## src/rtl/bit_serial_pkg.sv

```systemverilog
// Shared definitions for the bit-serial word I/O block.
//   state_e   : frame sequencer states
//   cnt_width : width of the frame counter, which must reach 2K+LAT-1 for any LAT up to K
package bit_serial_pkg;

    typedef enum logic [1:0] {
        StIdle,
        StSend,
        StDrain,
        StDone
    } state_e;

    function automatic int unsigned cnt_width(input int unsigned k);
        return $clog2(2 * k + k);
    endfunction

endpackage

```

## src/rtl/bit_serial_sipo.sv

```systemverilog
// Serial-in capture register. New bits enter at the MSB and the register shifts right.
// After W enables, the first bit captured sits at the LSB.
//   clk, reset : clock, asynchronous active-high reset
//   clear      : synchronous clear (has priority over enable)
//   enable     : shift din in this cycle
//   din        : serial input bit
//   data       : register contents
module bit_serial_sipo #(
    parameter int unsigned W = 16
) (
    input  logic         clk,
    input  logic         reset,
    input  logic         clear,
    input  logic         enable,
    input  logic         din,
    output logic [W-1:0] data
);

    logic [W-1:0] data_q, data_d;

    always_comb begin
        data_d = data_q;
        if (clear) begin
            data_d = '0;
        end else if (enable) begin
            data_d = {din, data_q[W-1:1]};
        end
    end

    always_ff @(posedge clk or posedge reset) begin
        if (reset) begin
            data_q <= '0;
        end else begin
            data_q <= data_d;
        end
    end

    assign data = data_q;

endmodule

```

## src/rtl/bit_serial_word_io.sv

```systemverilog
// Word-parallel front end for a bit-serial multiplier. An accepted operand pair is sent
// LSB first on x/y for a 2K-cycle frame, zero-extended in the upper half. The product is
// collected from p with an offset of LAT cycles and presented in parallel.
//   clk, reset          : clock, asynchronous active-high reset
//   in_valid/in_ready   : operand handshake, a_in/b_in unsigned K-bit operands
//   x, y                : serial operand bits
//   first_bit/last_bit  : frame cycle 0 / frame cycle 2K-1 markers
//   p                   : serial product bit from the multiplier
//   out_valid/out_ready : product handshake, prod_out 2K-bit product
module bit_serial_word_io
    import bit_serial_pkg::*;
#(
    parameter int unsigned K   = 8,
    parameter int unsigned LAT = 1
) (
    input  logic           clk,
    input  logic           reset,
    input  logic           in_valid,
    output logic           in_ready,
    input  logic [K-1:0]   a_in,
    input  logic [K-1:0]   b_in,
    output logic           x,
    output logic           y,
    output logic           first_bit,
    output logic           last_bit,
    input  logic           p,
    output logic           out_valid,
    input  logic           out_ready,
    output logic [2*K-1:0] prod_out
);

    localparam int unsigned   CW         = cnt_width(K);
    localparam logic [CW-1:0] SendLast   = CW'(2 * K - 1);
    localparam logic [CW-1:0] SendPenult = CW'(2 * K - 2);
    localparam logic [CW-1:0] DrainLast  = CW'(2 * K + LAT - 1);
    localparam logic [CW-1:0] LatC       = CW'(LAT);

    state_e           state_q, state_d;
    logic [CW-1:0]    cnt_q, cnt_d;
    // Operands shift right each SEND cycle, so the LSB is the current serial bit and the
    // registers run out to zero, giving the zero extension for free.
    logic [K-1:0]     a_q, a_d;
    logic [K-1:0]     b_q, b_d;
    logic             first_q, first_d;
    logic             last_q, last_d;
    logic [2*K-1:0]   prod_q, prod_d;
    logic [2*K-1:0]   cap_data;
    logic             accept;
    logic             busy;
    logic             cap_en;

    assign in_ready = (state_q == StIdle) && !reset;
    assign busy     = (state_q == StSend) || (state_q == StDrain);

    // Product bit i arrives at frame cycle i+LAT, so the first LAT cycles carry nothing.
    if (LAT == 0) begin : g_lat0
        assign cap_en = busy;
    end else begin : g_lat
        assign cap_en = busy && (cnt_q >= LatC);
    end

    bit_serial_sipo #(
        .W(2 * K)
    ) u_sipo (
        .clk   (clk),
        .reset (reset),
        .clear (accept),
        .enable(cap_en),
        .din   (p),
        .data  (cap_data)
    );

    always_comb begin
        state_d = state_q;
        cnt_d   = cnt_q;
        a_d     = a_q;
        b_d     = b_q;
        first_d = 1'b0;
        last_d  = 1'b0;
        prod_d  = prod_q;
        accept  = 1'b0;

        unique case (state_q)
            StIdle: begin
                if (in_valid && in_ready) begin
                    accept  = 1'b1;
                    state_d = StSend;
                    cnt_d   = '0;
                    a_d     = a_in;
                    b_d     = b_in;
                    first_d = 1'b1;
                end
            end
            StSend: begin
                cnt_d  = cnt_q + CW'(1);
                a_d    = a_q >> 1;
                b_d    = b_q >> 1;
                last_d = (cnt_q == SendPenult);
                if (cnt_q == SendLast) begin
                    state_d = (LAT == 0) ? StDone : StDrain;
                end
            end
            StDrain: begin
                cnt_d = cnt_q + CW'(1);
                if (cnt_q == DrainLast) begin
                    state_d = StDone;
                end
            end
            StDone: begin
                if (out_ready) begin
                    state_d = StIdle;
                end
            end
            default: state_d = StIdle;
        endcase

        // The final product bit is still on p when DONE is entered; fold it in here so the
        // output register only ever holds complete products.
        if ((state_d == StDone) && (state_q != StDone)) begin
            prod_d = {p, cap_data[2*K-1:1]};
        end
    end

    always_ff @(posedge clk or posedge reset) begin
        if (reset) begin
            state_q <= StIdle;
            cnt_q   <= '0;
            a_q     <= '0;
            b_q     <= '0;
            first_q <= 1'b0;
            last_q  <= 1'b0;
            prod_q  <= '0;
        end else begin
            state_q <= state_d;
            cnt_q   <= cnt_d;
            a_q     <= a_d;
            b_q     <= b_d;
            first_q <= first_d;
            last_q  <= last_d;
            prod_q  <= prod_d;
        end
    end

    assign x         = a_q[0];
    assign y         = b_q[0];
    assign first_bit = first_q;
    assign last_bit  = last_q;
    assign out_valid = (state_q == StDone);
    assign prod_out  = prod_q;

endmodule

```

## config.mk

```make
export PLATFORM = sky130hd
export DESIGN_NAME = bit_serial_word_io
export DESIGN_NICKNAME = d
export VERILOG_FILES = /design/src/rtl/bit_serial_pkg.sv /design/src/rtl/bit_serial_sipo.sv /design/src/rtl/bit_serial_word_io.sv
export SDC_FILE = /design/constraint.sdc
export NUM_CORES = 1
export LEC_CHECK = 0
export ABC_CLOCK_PERIOD_IN_PS = 2200
export CAP_MARGIN = 10
export CORE_ASPECT_RATIO = 1.25
export CORE_MARGIN = 2
export CORE_UTILIZATION = 40
export DETAILED_ROUTE_END_ITERATION = 7
export GPL_TIMING_DRIVEN = 0
export PLACE_DENSITY_LB_ADDON = 0.15
export REMOVE_ABC_BUFFERS = 1
export SYNTH_ARGS = -nofsm -noshare
export SYNTH_HDL_FRONTEND = slang
export SYNTH_HIERARCHICAL = 1
export SYNTH_SLANG_ARGS = --single-unit
```

## constraint.sdc

```tcl
create_clock -name clk -period 2.2 [get_ports clk]
set_input_delay 0.44 -clock clk [delete_from_list [all_inputs] [get_ports clk]]
set_output_delay 0.44 -clock clk [all_outputs]
set_load 0.005 [all_outputs]
```

======== After elaboration in Yosys (flattened, before gate mapping) ========
Index checks and enable logic that the tools add are counted.
cells by class
  $add $sub $neg .......................... 1
  order comparisons ....................... 1
  equality and inequality tests ........... 9
  muxes and demuxes ....................... 16
  reduce and logical (&&, ||, !) cells .... 13
operators with widths
  kind                 number
  $mux 16              2
  $pmux 8 s2           2
  $mux 8               2
  $eq 5x4->1 const B   2
  $pmux 5 s2           1
  $mux 2               4
  $pmux 2 s4           1
  $eq 2x2->1 const B   3
  $reduce_bool 2->1    3
  $add 5x1->5 const B  1
  $eq 5x5->1 const B   1
  $ge 5x1->1 const B   1
  $mux 5               1
  $logic_and 1x1->1    4
  $reduce_and 2->1     2
  $mux 1               3
  $eq 2x1->1 const B   1
  $logic_not 2->1      1
  $ne 2x1->1 const B   1
  $ne 2x2->1 const B   1
  $reduce_or 2->1      1
  $logic_not 1->1      1
  $logic_or 1x1->1     1
word-level totals
  register bits after elaboration ......... 57
  bits of input ports ..................... 21
  output and inout port bits .............. 22
  logic and storage cells ................. 48

======== Depth between registers and ports, before layout ========
  depth in word-level cells ............... 7
  depth in mapped cells ................... 9
  depth with buffers taken out ............ 7

======== Hierarchy ========
The synthesis kept the hierarchy.
by module, submodules not included
  module              times used  cells an instance  area each (um^2)  sequential area each (um^2)
  bit_serial_word_io  1           169                2020.7            1026.0
  bit_serial_sipo     1           53                 664.4             400.4

======== Worst setup path after synthesis ========
Ideal clock, no wire load.
  path type ............................... register to register
  start point ............................. register cnt_q[0]
  end point ............................... register prod_q[0], in the netlist prod_out[0]
  setup time .............................. 0.125 ns
  data arrival time ....................... 2.182 ns
  required time ........................... 2.075 ns
  slack ................................... -0.107 ns
  stages on the path, launching flop included .. 10
  path buffers ............................ 2
  period minus slack after synthesis ...... 2.307 ns
  cells stage by stage .................... dfrtp_1 ha_1 and3_2 ha_1 and2b_2 o41ai_1 a221o_1 buf_6 buf_12 mux2_4
on the way
  word-level cells in the longest chain between the ends .. 5
  elaborated cells on any way between the ends .. 7
  classes of those cells .................. eq/ne (3); mux (3); reduce/logical (1)
ends and longest elaborated chain
  item                                             RTL line                                             RTL
  start, declared                                  bit_serial_word_io.sv:39                             logic [CW-1:0] cnt_q, cnt_d;
  start signal, assigned                           bit_serial_word_io.sv:135                            cnt_q <= cnt_d;
  $eq 5x5->1 / $eq 5x4->1 (equally long branches)  bit_serial_word_io.sv:105, bit_serial_word_io.sv:99
  $mux 2 (on tied branches)                        bit_serial_word_io.sv:105, bit_serial_word_io.sv:99
  $pmux 2 s4 (*)                                   bit_serial_word_io.sv:83                             unique case (state_q)
  $eq 2x2->1 (*)                                   bit_serial_word_io.sv:119                            if ((state_d == StDone) && (state_q != StDone)) begin
  $logic_and 1x1->1 (*)                            bit_serial_word_io.sv:119
  end signal, assigned                             bit_serial_word_io.sv:140                            prod_q <= prod_d;
  end, declared                                    bit_serial_word_io.sv:46                             logic [2*K-1:0] prod_q, prod_d;
Every way passes the cells marked *; elsewhere a longest branch is shown, timed or not.
A chain may end at the register's enable or synchronous reset.

======== Worst setup path after layout ========
  start point ............................. register cnt_q[0]
  end point ............................... register prod_q[14], in the netlist prod_out[14]
The elaborated chain is that of the path after synthesis.

==> metrics.md <==
| Metric | Value |
|---|---|
| Cell family with most CP delay | compound AO/OA/AOI/OAI gates |
| Crit-path slowest cell | dfrtp_2 |
| GR Layer Usage met3 | 0.0268 |
| Num rows | 33 |
| Data required, critical path | ~2.4 ns |
| Sw Ratio | 0.339 |
| Diodes inserted | 0 |
| Power Internal | 2.96 mW |
| IO Port Bufs | 42 |
| Setup_tns | -0.162 ns |
| Critical path's most frequent cell | ha_4 |
| Clock transition at the registers of the reported paths | approximately 0.10 ns |
| Worst vdd rail ir drop | just over 800 uV |
| Total global-route track usage | 0.151 |
| Final Hold Vio Count | 0 |
| Max Cap Viol | 0 |
| CP Depth | 8 |
| Relative slew slack | 0.581 |
| Met1 Track Usage GR | 0.190 |
| Fin crit share | 1.01 |
| Total Wirelength | between 5000 and 6000 um |
| Initial antenna violation count | 0 |
| Fmax | approximately 0.45 GHz |
| Via density | slightly below 5 |
| Total power | between 4 and 5 mW |
| Clk_skew | 0.00932 ns |
| Worst-path fanout max | 8 |
| Die Y | 94.9 um |
| Worst Setup Slack, final | -0.0284 ns |
| Critical path class | flop to flop |
| CP cell instances | ha_4, and3_4, ha_4, and2b_2, o41ai_2, a221o_2, clkbuf_16, mux2_4 |
| Syn_area_per_cell | 12.1 sq um |
| CP peak stage delay | around 0.44 ns |
| # IOs | between 40 and 50 |
| Grt total ovfl | 0 |
| TritonCTS Sinks | 56 |
| Vias in the first global route | 1800 |
| CP bufs+invs | 1 |
| Hold Crit Class | flop to flop |
| CTS tree | built |
| Leak | ~1.6 nW |
| Setup violations, final | 16 |
| GP Congestion | approximately 0.72 |
| GR peak layer | met2 |
| Share of total power in combinational logic | 0.476 |
| RSZ-0062 raised after global routing | true |
| Worst Reg-to-Reg Cells | 8 |
| Die ar. | approximately 0.0073 sq mm |
| Pwr Density | roughly 1300 mW/mm^2 |
| CORE AREA | around 0.0065 sq mm |
| Starting Density | 0.408 |
| Buffer type at the clock tree root | clkbuf_8 |
| Hpwl dp | between 3000 and 4000 um |
| CTS Buf Count | 5 |
| Largest net degree at the start of global routing | 23 |
| Hold Buf Count CTS | 0 |
| First-pass GRT wire length | between 8000 and 9000 um |
| Failing checks | setup timing |
| Synth Cell Area | 0.00265 sq mm |
| Router iterations before antenna repair | 4 |
| Pre-CTS WS | -0.935 ns |
| Share of layout cells above drive strength 1 | 0.247 |
| Routed wire per std cell | between 10 and 15 um |
| Fin util | 0.540 |
| Worst skew pair latency | ~0.30 ns |
| Die Wd | roughly 77 um |
| Worst Hold Depth | 2 |
| Psw | about 1.5 mW |
| Initial drt markers | 36 |
| Final antenna-violating net count | 0 |
| FILL cells | 597 |
| # H-tree levels | 2 |
| DRC viols | 0 |
| Max Root-Sink Buffers | 2 |
| Worst Setup End Kind | flop |
| Clock share of power | 0.148 |
| Mapped Cells | 219 |
| Worst setup SP type | flop |
| Area Growth Syn to Fin | 32.2% |
| Yosys warning total | 6 |
| Period minus WS final | between 2 and 2.5 ns |
| CP arrival | roughly 2.4 ns |
| Outcome | finished, violations left |
| Final #Nets | slightly above 300 |
| Total vias in the final route | between 1.5k and 2k |
| M2 GR Usage | 0.268 |
| Slew @ Worst Pin | 0.627 ns |
| Max-slew violations | 0 |
| Sequential share of power | 0.376 |
metal layers:
| metal | part of all wire | routed length [um] |
|---|---|---|
| met1 | 0.45 | 2390 |
| met3 | 0.045 | 240 |
| met2 | 0.49 | 2620 |
| met5 | 0 | 0 |
| met4 | 0.0085 | 45 |
what timing repair did:
action	in CTS	in global routing
gates resized for setup	20	6
cloned	1	1
pin swaps	3	0
endpoints found under the setup margin	28	30
setup buffers	10	7
state kept, by name, indices dropped and copies added (netlist names):
register     flops
prod_out        16
last_bit         1
cnt_q            5
state_q          2
a_q              8
b_q              8
first_bit        1
u_sipo/data     15
layout by cell type (no fill, tap or decap), types with 2 or more instances in the layout:
cell type / count
nand3_1: 2
ha_2: 4
inv_1: 6
dfrtp_1: 52
nand2_1: 19
a21oi_1: 4
and2b_2: 2
nor4_1: 2
mux2i_1: 30
o21ai_0: 20
inv_2: 3
dfrtp_2: 4
nor2_1: 18
clkbuf_8: 5
a22o_1: 3
buf_4: 14
buf_6: 3
ha_4: 3
clkdlybuf4s50_1: 41
mux2_2: 5
mux2_4: 11
nand3b_1: 2
ha_1: 3
area by class of cell:
type	instances	area, sq um	share of cell area
Clock buffer	6	72.6	0.0207
Clock inverter	2	35.0	0.0100
Inverter	10	41.3	0.0118
Multi-Input combinational cell	141	1180	0.338
Sequential cell	56	1410	0.402
Tap cell	87	109	0.0311
Timing Repair Buffer	63	646	0.185
Timing Repair inverter	1	5.00	0.00143
worst min-delay path, delay by kind of cell, from the launching register on:
family           cells  cell delay [ns]
AND/OR/NAND/NOR      1             0.04
AO/OA/AOI/OAI        1             0.06
flip-flops           1             0.36
stage by stage:
step                cell area, sq um  instances  hold WS (ns)
floorplan                       2540        207         0.341
global placement                3070        336         0.463
detailed placement              3130        339         0.471
CTS                             3420        358         0.494
global route                    3500        366         0.516
finish                          3500        366         0.487
worst paths after layout:
check | from | endpoint | slack, ns
worst max-delay path | cnt_q[0] | prod_out[14] | -0.03
worst max register to register | cnt_q[0] | prod_out[14] | -0.03
max in group asynchronous | reset | u_sipo/data[1] | 1.18
worst min-delay path | b_q[6] | b_q[6] | 0.49
worst min register to register | b_q[6] | b_q[6] | 0.49
min in group asynchronous | reset | state_q[1] | 0.55
power groups by stage:
stage	Clock [mW]	Sequential (mW)	Combinational, mW
final	0.663	1.68	2.13
after global routing	0.724	1.74	2.34
after CTS	0.688	1.69	2.07
after detailed placement	0	1.70	1.88
after global placement	0	1.70	1.81
after floorplan	0	1.66	1.18
Note: power is estimated with default switching activity, not from simulation.
